File: src/rtl/seq_filter_pkg.sv
`default_nettype none
// ============================================================================
//  Module   : seq_filter_pkg
//  Purpose  : Shared coefficients, derived constants and FSM state type for
//             the second-order filter and its inverse.
//  Revision : 1.0  initial release
// ============================================================================
package seq_filter_pkg;

  localparam logic [31:0] A_DEF = 32'd2;
  localparam logic [31:0] B_DEF = 32'd3;
  localparam int          W_DEF = 32;

  // Coefficient product, wrapping mod 2^32 like the datapath.
  function automatic logic [31:0] coef_mul(input logic [31:0] p, input logic [31:0] q);
    return p * q;
  endfunction

  localparam logic [31:0] AA = coef_mul(A_DEF, A_DEF);
  localparam logic [31:0] AB = coef_mul(A_DEF, B_DEF);

  typedef enum logic [1:0] {
    IDLE = 2'd0,
    CALC = 2'd1,
    DIV  = 2'd2,
    DONE = 2'd3
  } seq_state_e;

endpackage
`default_nettype wire

File: src/rtl/div_seq_u.sv
`default_nettype none
// ============================================================================
//  Module   : div_seq_u
//  Purpose  : Unsigned W-bit restoring divider, one quotient bit per cycle.
//             start loads operands; done pulses one cycle after the last bit.
//             abort drops any division in flight.
//  Revision : 1.0  initial release
// ============================================================================
module div_seq_u #(
  parameter int W = 32
) (
  input  logic         clk,
  input  logic         reset,
  input  logic         start_i,
  input  logic         abort_i,
  input  logic [W-1:0] dividend_i,
  input  logic [W-1:0] divisor_i,
  output logic         busy_o,
  output logic         done_o,
  output logic [W-1:0] quot_o,
  output logic [W-1:0] rem_o
);

  localparam int CW = $clog2(W + 1);

  logic [W-1:0]  quo_q;
  logic [W-1:0]  rem_q;
  logic [W-1:0]  dsr_q;
  logic [CW-1:0] cnt_q;
  logic          busy_q;
  logic          done_q;

  // Partial remainder shifted left with the next dividend bit, and the trial
  // subtraction; a set top bit means the subtraction went negative.
  logic [W:0] shifted;
  logic [W:0] trial;
  assign shifted = {rem_q, quo_q[W-1]};
  assign trial   = shifted - {1'b0, dsr_q};

  // Operand load, per-bit iteration and completion pulse.
  always_ff @(posedge clk or negedge reset) begin
    if (!reset) begin
      quo_q  <= '0;
      rem_q  <= '0;
      dsr_q  <= '0;
      cnt_q  <= '0;
      busy_q <= 1'b0;
      done_q <= 1'b0;
    end else if (abort_i) begin
      busy_q <= 1'b0;
      done_q <= 1'b0;
    end else if (start_i) begin
      quo_q  <= dividend_i;
      rem_q  <= '0;
      dsr_q  <= divisor_i;
      cnt_q  <= CW'(W);
      busy_q <= 1'b1;
      done_q <= 1'b0;
    end else begin
      done_q <= 1'b0;
      if (busy_q) begin
        if (trial[W]) begin
          rem_q <= shifted[W-1:0];
          quo_q <= {quo_q[W-2:0], 1'b0};
        end else begin
          rem_q <= trial[W-1:0];
          quo_q <= {quo_q[W-2:0], 1'b1};
        end
        cnt_q <= cnt_q - CW'(1);
        if (cnt_q == CW'(1)) begin
          busy_q <= 1'b0;
          done_q <= 1'b1;
        end
      end
    end
  end

  assign busy_o = busy_q;
  assign done_o = done_q;
  assign quot_o = quo_q;
  assign rem_o  = rem_q;

endmodule
`default_nettype wire

File: src/rtl/sequence_inverse.sv
`default_nettype none
// ============================================================================
//  Module   : sequence_inverse
//  Purpose  : Recovers x[n] from y[n] = A^2*y[n-2] + A*B*x[n-1] + B*x[n] as
//             x[n] = (y[n] - A^2*y[n-2] - A*B*x[n-1]) / B, using a sequential
//             divider behind a valid/ready handshake on both sides.
//  Options  : SEQ_INV_CLEAR_EN adds a synchronous 'clear' input that flushes
//             the in-flight sample and the history.
//  Revision : 1.0  initial release
// ============================================================================
module sequence_inverse
  import seq_filter_pkg::*;
#(
  parameter logic [31:0] A = A_DEF,
  parameter logic [31:0] B = B_DEF,
  parameter int          W = W_DEF
) (
  input  logic         clk,
  input  logic         reset,
`ifdef SEQ_INV_CLEAR_EN
  input  logic         clear,
`endif
  input  logic         in_valid,
  output logic         in_ready,
  input  logic [W-1:0] y_in,
  output logic         out_valid,
  input  logic         out_ready,
  output logic [W-1:0] x_out,
  output logic         inexact
);

  localparam logic [W-1:0] C_AA    = W'(coef_mul(A, A));
  localparam logic [W-1:0] C_AB    = W'(coef_mul(A, B));
  localparam logic [W-1:0] C_B     = W'(B);
  localparam logic         C_B_NEG = C_B[W-1];
  localparam logic [W-1:0] C_B_MAG = C_B_NEG ? (-C_B) : C_B;

  if (B == 32'd0) begin : g_b_zero_check
    $error("sequence_inverse: coefficient B must be nonzero");
  end

  logic w_clear;
`ifdef SEQ_INV_CLEAR_EN
  assign w_clear = clear;
`else
  assign w_clear = 1'b0;
`endif

  seq_state_e   state_q, state_d;
  logic         in_ready_q;
  logic [W-1:0] y_lat_q;
  logic [W-1:0] y1_q, y2_q, x1_q;
  logic [W-1:0] num_q;
  logic [W-1:0] x_out_q;
  logic         inexact_q;

  logic         accept;
  logic         div_start;
  logic         div_busy;
  logic         div_done;
  logic [W-1:0] div_quot;
  logic [W-1:0] div_rem;
  logic [W-1:0] num_d;
  logic [W-1:0] num_mag;
  logic         res_neg;
  logic [W-1:0] x_res;

  assign in_ready = in_ready_q & ~w_clear;
  assign accept   = in_valid & in_ready;

  // Numerator from the latched sample and history; all terms wrap mod 2^W.
  assign num_d   = y_lat_q - (C_AA * y2_q) - (C_AB * x1_q);
  // Magnitude of -2^(W-1) is 2^(W-1) when read as unsigned, which is intended.
  assign num_mag = num_d[W-1] ? (-num_d) : num_d;
  assign res_neg = num_q[W-1] ^ C_B_NEG;
  assign x_res   = res_neg ? (-div_quot) : div_quot;

  div_seq_u #(.W(W)) u_div (
    .clk        (clk),
    .reset      (reset),
    .start_i    (div_start),
    .abort_i    (w_clear),
    .dividend_i (num_mag),
    .divisor_i  (C_B_MAG),
    .busy_o     (div_busy),
    .done_o     (div_done),
    .quot_o     (div_quot),
    .rem_o      (div_rem)
  );

  // Next-state logic; the divider is launched on the CALC cycle.
  always_comb begin
    state_d   = state_q;
    div_start = 1'b0;
    case (state_q)
      IDLE: if (accept) state_d = CALC;
      CALC: begin
        div_start = 1'b1;
        state_d   = DIV;
      end
      DIV:  if (div_done && !div_busy) state_d = DONE;
      DONE: if (out_ready) state_d = IDLE;
      default: state_d = IDLE;
    endcase
    if (w_clear) begin
      state_d   = IDLE;
      div_start = 1'b0;
    end
  end

  // State register; in_ready is registered so it stays low throughout reset.
  always_ff @(posedge clk or negedge reset) begin
    if (!reset) begin
      state_q    <= IDLE;
      in_ready_q <= 1'b0;
    end else begin
      state_q    <= state_d;
      in_ready_q <= (state_d == IDLE);
    end
  end

  // Datapath: sample latch, numerator, result capture and history shift.
  always_ff @(posedge clk or negedge reset) begin
    if (!reset) begin
      y_lat_q   <= '0;
      y1_q      <= '0;
      y2_q      <= '0;
      x1_q      <= '0;
      num_q     <= '0;
      x_out_q   <= '0;
      inexact_q <= 1'b0;
    end else if (w_clear) begin
      y1_q      <= '0;
      y2_q      <= '0;
      x1_q      <= '0;
      inexact_q <= 1'b0;
    end else begin
      if (accept) y_lat_q <= y_in;
      if (state_q == CALC) num_q <= num_d;
      if (state_q == DIV && div_done) begin
        x_out_q   <= x_res;
        inexact_q <= (div_rem != '0);
      end
      // History only advances once the consumer has taken the result.
      if (state_q == DONE && out_ready) begin
        y2_q <= y1_q;
        y1_q <= y_lat_q;
        x1_q <= x_out_q;
      end
    end
  end

  assign out_valid = (state_q == DONE);
  assign x_out     = x_out_q;
  assign inexact   = inexact_q;

endmodule
`default_nettype wire
File: config.mk
export PLATFORM = sky130hd
export DESIGN_NAME = sequence_inverse
export DESIGN_NICKNAME = d
export VERILOG_FILES = /design/src/rtl/seq_filter_pkg.sv /design/src/rtl/div_seq_u.sv /design/src/rtl/sequence_inverse.sv
export SDC_FILE = /design/constraint.sdc
export NUM_CORES = 1
export LEC_CHECK = 0
export CAP_MARGIN = 20
export CORE_UTILIZATION = 55
export DETAILED_ROUTE_END_ITERATION = 10
export GPL_TIMING_DRIVEN = 0
export PLACE_DENSITY = 0.74
export REMOVE_ABC_BUFFERS = 1
export SKIP_CTS_REPAIR_TIMING = 1
export SLEW_MARGIN = 20
export SYNTH_ARGS = -nofsm -noshare
export SYNTH_HDL_FRONTEND = slang
export SYNTH_SLANG_ARGS = --single-unit
File: constraint.sdc
create_clock -name clk -period 7.79 [get_ports clk]
set_input_delay 1.558 -clock clk [delete_from_list [all_inputs] [get_ports clk]]
set_output_delay 1.558 -clock clk [all_outputs]
set_load 0.01 [all_outputs]
==> results.ini <==
[status]
status=finished with violations
violations=design-rule violations

[setup_path]
crit_slowest_cell=or4_1
cp_max_fo=8
path_cells=ha_1 > fa_1 > a21oi_1 > o31ai_1 > a31oi_1 > o21ai_0 > a21oi_1 > o21bai_1 > a21oi_1 > xnor2_1 > fa_1 > inv_1 > ha_1 > a21oi_1 > o21ai_1 > a211oi_1 > and2_1 > nor2_1 > xnor2_1 > or3b_1 > or4_1 > o41ai_2 > xnor2_1 > a21oi_1
rrSetupSlack_ns=0.93
cp_data_arrival_time_ns=7.25
critical_path.endpoint_type=register
slowest_delay_ns=0.72
path_class=register to register
cp.required_ns=8.18
startpoint_type=register
path_common_cell=a21oi_1

[drt]
routed_via_density=5.69
drt_iter0_markers=684
num_vias=11000
drc=8
routed_wl_mm=32.0
firstDrtPassIters=9
wl_per_cell_um=16.6
ant_nets=0

[cells_and_area]
drive_gt1_frac=0.116
antennaDiodeCount=0
area_delta_synth_final_pct=13.9
postLayoutCoreUtil=0.642
nets=1705
fillCellCount=2182

[synthesis]
synth_cell_type_count=73
synth-async-reset-ratio=1.00
avgSynthCellArea_um2=9.65
syn_inst=1525
ys_warn_count=0
synth-seq-area-share=0.396
ys_ff_latch=233
netlist_area_mm2=0.0147
synth_ff_type=dfrtp_1
synth_edf_count=0

[timing]
slew_violations=0
hold_viol=0
skew_ns=0.0197
worst_pin_slew_ns=1.02
whs_ns=0.473
fmax_ghz=0.146
rsz0062_at_grt=false
finalCritPeriodShare=0.881
fin_crit_ns=6.86
finalSetupViolCount=0
slew_headroom=0.318

[clock_network]
htreeDepth=1
clock-sinks=233
insertion_delay_ns=0.55
ctsRootBufferMaster=clkbuf_16
cts.clk_slew.worst_paths_ns=0.06
clock_path_buffers=3
cts_buffers=27
cts_tree=built

[floorplanning]
core_area_mm2=0.0261
dieArea_mm2=0.0274
die_h_um=166
io-pin-count=71
fp.dieW_um=166
rows=59
start_util=0.563

[place]
portBuffers=70
dp_hpwl_mm=23.2
gp_congestion=0.876

[grt]
grt.total_usage=0.246
grt_first_pass_wirelength_mm=54.0
grt_max_degree=87
antenna_found_initial=0
grt_pass1_vias=10900
grt_overflow_total=0

[hold_path]
min_path_type=register to register

[run]
maxCapViolCount=0

-- Yosys cell counts (28+ instances only) --
| cell type | count | share of area |
|---|---|---|
| nor2b_1 | 28 | 0.012 |
| mux2_2 | 99 | 0.076 |
| nand2_1 | 143 | 0.036 |
| ha_1 | 66 | 0.056 |
| clkbuf_1 | 48 | 0.012 |
| a211oi_1 | 35 | 0.018 |
| nor2_1 | 65 | 0.017 |
| a21oi_1 | 97 | 0.033 |
| inv_1 | 120 | 0.031 |
| fa_1 | 31 | 0.042 |
| xnor2_1 | 74 | 0.044 |
| dfrtp_1 | 233 | 0.40 |
| xor2_1 | 71 | 0.042 |
| o21ai_0 | 140 | 0.048 |
-- sequential cells by signal, summed over array words and instances, names as in the netlist, 2 cells and up --
register      cells
y_lat_q          32
u_div.quot_o     32
u_div.cnt_q       6
state_q           2
y2_q             30
u_div.rem_o      32
x1_q             31
x_out            32
y1_q             30
-- metrics by stage --
stage	instance area, um2	TNS, ns	std cells	setup slack, ns
CTS	16800	0	1928	0.950
global placement	15600	-1138.97	1869	-4.91
floorplan	14500	0	1464	1.92
finish	16800	0	1928	0.930
global route	16800	0	1928	0.522
detailed placement	15800	0	1878	1.00
-- critical path, delay by kind of cell (launching register included) --
kind	cells	cell delay (ns)
flops	1	0.43
simple gates	4	1.42
compound gates	12	2.71
fa+ha+maj	4	1.57
xor+xnor	3	0.52
buf+inv	1	0.05
-- cell type report --
class | count | area, um2 | share of cell area
Multi-Input combinational cell | 1111 | 8220 | 0.490
Sequential cell | 233 | 5830 | 0.348
Timing Repair Buffer | 79 | 901 | 0.0537
Clock buffer | 33 | 718 | 0.0428
Inverter | 120 | 450 | 0.0269
Tap cell | 335 | 419 | 0.0250
Clock inverter | 17 | 223 | 0.0133
-- placed cells by master (no fill, tap or decap), types with 9 or more instances in the layout --
cell	instances
a211oi_1	35
clkbuf_16	27
a21o_1	23
o21a_1	10
nand3_1	17
nand4_1	9
nor2_1	65
a21oi_1	97
or3_1	10
inv_1	120
o21bai_1	13
dfrtp_1	232
fa_1	31
nor2b_1	27
xor2_1	71
clkdlybuf4s50_1	69
nand2_1	141
ha_1	66
xnor2_1	74
mux2_2	99
nor3_1	20
a31oi_1	11
o21ai_0	140
nor4_1	12
nand2b_1	10
o31ai_1	27
-- path summary, 6_finish.rpt --
path / from / end / cells past startpoint
hold / removal: y1_q[13] / y1_q[13] / 2
setup / recovery: x1_q[0] / u_div.quot_o[28] / 24
min in group asynchronous: reset / y_lat_q[6] / 1
max in group asynchronous: reset / y_lat_q[29] / 2
hold reg to reg: y1_q[13] / y1_q[13] / 2
setup reg to reg: x1_q[0] / u_div.quot_o[28] / 24
-- logic make-up (layout without fill, tap and decap cells) --
group,after synthesis,count (layout),synth area share
AOI/OAI and AO/OA,398,398,0.172
buffers and inverters,181,249,0.0465
xor gates and xnor gates,145,145,0.0863
and+or+nand+nor,366,366,0.121
muxes,105,105,0.0798
DFF,233,233,0.396
adders and majority gates,97,97,0.0983
-- per-layer routing --
metal / routed length, um / global-route usage / up-vias
met5: 0 / 0 / -
met4: 879 / 0.0736 / 0
met3: 1220 / 0.0347 / 58
met2: 15300 / 0.410 / 206
met1: 14700 / 0.332 / 5294
li1: - / - / 5420
Power is not shown: default switching activity piles up to over one toggle a cycle in this logic, so the estimate is an artifact.
==> edit, RTL diff (same settings) <==
The 4 states of `seq_state_e` get a one-hot encoding in 4 bits.
--- a/src/rtl/seq_filter_pkg.sv
+++ b/src/rtl/seq_filter_pkg.sv
@@ -20,9 +20,9 @@
   localparam logic [31:0] AB = coef_mul(A_DEF, B_DEF);
 
-  typedef enum logic [1:0] {
-    IDLE = 2'd0,
-    CALC = 2'd1,
-    DIV  = 2'd2,
-    DONE = 2'd3
+  typedef enum logic [3:0] {
+    IDLE = 4'b0001,
+    CALC = 4'b0010,
+    DIV  = 4'b0100,
+    DONE = 4'b1000
   } seq_state_e;
 
Check against the original RTL: same outputs for any inputs over 10 cycles, from zero or initial values and one cycle with reset low; not proved beyond that.
==> edit against the unedited design <==
  * Setup slack got worse by 0.044 ns
  * Sequential cell count increased by 2
  * Area after synthesis rose by 4.3%
  * Critical endpoint is now u_div.quot_o[20]$_DFFE_PN0P_
  * Cell count grew 6.7%
  * Routed wire length is 7.3% higher
  * Final area is 4.1% higher
  * Hold slack gained 0.00090 ns
  * Non-clock buffer count grew 8
  * Die area up 4.2%
  * Synthesized cell count grew 6.0%
==> edit: results (changes against the unedited design) <==
* Clk_skew at 0.0184 ns (-0.00132 ns)
* Seq/Total Area, Yosys at 0.383 (-0.0129)
* Synth top area share at 0.382 (-0.0146)
* First-pass GRT wire length at 57800 um (+7.0%)
* Worst path slowest cell: fa_1
* Drt first-iter violations at 891 (+30%)
* Min-Delay Startpoint: y1_q[3]$_DFFE_PN0P_
* Pre-antenna DRT Iters at 7 (-2)
* Worst slack, placed at 1.06 ns (+0.0554 ns)
* HP Class: flop to flop
* Vias in the first global route at 11700 (+7.0%)
* CP peak stage delay at 0.49 ns (-0.23 ns)
* CP max FO at 26 (+18)
* Worst Max-Slew Pin Slew at 1.10 ns (+0.0802 ns)
* Largest net degree at the start of global routing at 96 (+10%)
* Vias per cell at 5.78 (+1.5%)
* Outcome: finished, final reports clean
* Net Sw Power at ~2.3 mW
* Synth area leaders: dfrtp_1 38%, mux2_2 7.1%, ha_1 5.4%, o21ai_0 4.2%, xor2_1 4.1%
* Hpwl dp at 24700 um (+6.6%)
* Fillcell total at 2273 (+4.2%)
* Total GRT Usage at 0.246 (+0.000465)
* Top cells by count, synth: 234 x dfrtp_1, 128 x o21ai_0, 127 x nand2_1, 113 x inv_1, 111 x a21oi_1
* Library cells used by synthesis at 79 (+8.2%)
* Avg WL per Cell at 16.7 um (+0.61%)
* Share of post-route cells with drive strength above 1 at 0.118 (+0.00197)
* Final Net Count at 1798 (+5.5%)
* Final GP Congestion at 0.888 (+1.5%)
## edit: cell types whose count changed after synthesis, sizes merged, moves of 9 or more
cell    change
nor2       +27
nand2      -16
o31ai      -14
a211oi     +13
a21oi      +13
nor3       +12
xnor2      -11
o21ai      -10
a21o        +9
or4         +9
## edit: power groups by stage
stage	Clock [mW]	Sequential [mW]	Combinational [mW]
after floorplan	0	1.80	1.83
after global placement	0	1.89	2.29
after detailed placement	0	1.85	2.42
after CTS	1.32	1.84	2.45
after global routing	1.36	1.90	2.72
final	1.29	1.85	2.45
## edit: final cells by class
type	count	area (um^2)	share of cell area
repair buffers	87	945	0.0541
flip-flops and latches	235	5890	0.337
inverters	113	424	0.0243
clock inverters	12	128	0.00731
clock buffers	37	783	0.0448
well taps	372	465	0.0267
multi-input cells	1201	8830	0.506
## edit: through the flow
step / cells / setup TNS [ns] / area (um^2) / power (mW)
2_1_floorplan: 1549 / 0 / 15100 / 3.63
5_1_grt: 2057 / 0 / 17500 / 5.98
6_report: 2057 / 0 / 17500 / 5.58
3_3_place_gp: 1991 / -1259.54 / 16300 / 4.18
4_1_cts: 2057 / 0 / 17500 / 5.61
3_5_place_dp: 2008 / 0 / 16600 / 4.28
## edit: cell families (layout without fill, tap and decap cells)
family | Yosys count | count (layout) | synth area share
AOI/OAI and AO/OA | 434 | 434 | 0.180
DFF | 235 | 235 | 0.383
buffers and inverters | 180 | 249 | 0.0444
muxes | 106 | 106 | 0.0770
xor gates and xnor gates | 135 | 135 | 0.0770
and+or+nand+nor | 429 | 429 | 0.144
adders and majority gates | 97 | 97 | 0.0942
## edit: routing by layer
layer  GRT usage  vias to the layer above  wire, um
met1       0.333                     5777     15800
met4      0.0729                        0       981
met5           0                        -         0
li1            -                     5826         -
met3      0.0264                       57      1130
met2       0.419                      224     16400
## edit: critical path, delay by kind of cell, from the launching register on
kind | cells | cell delay [ns]
AND/OR/NAND/NOR | 3 | 0.52
buffers and inverters | 3 | 0.32
XOR/XNOR | 3 | 0.67
adder cells (fa/ha/maj) | 4 | 1.62
flip-flops | 1 | 0.43
AO/OA/AOI/OAI | 15 | 3.21
## edit: final timing paths
kind                                                     end  slack (ns)  cells after the start
min in group asynchronous               y2_q[13]$_DFFE_PN0P_        0.93                      1
worst min-delay path                     y1_q[3]$_DFFE_PN0P_        0.47                      2
max in group asynchronous             u_div.busy_o$_DFF_PN0_        5.98                      2
worst max-delay path            u_div.quot_o[20]$_DFFE_PN0P_        0.89                     28
worst max register to register  u_div.quot_o[20]$_DFFE_PN0P_        0.89                     28
worst min register to register           y1_q[3]$_DFFE_PN0P_        0.47                      2
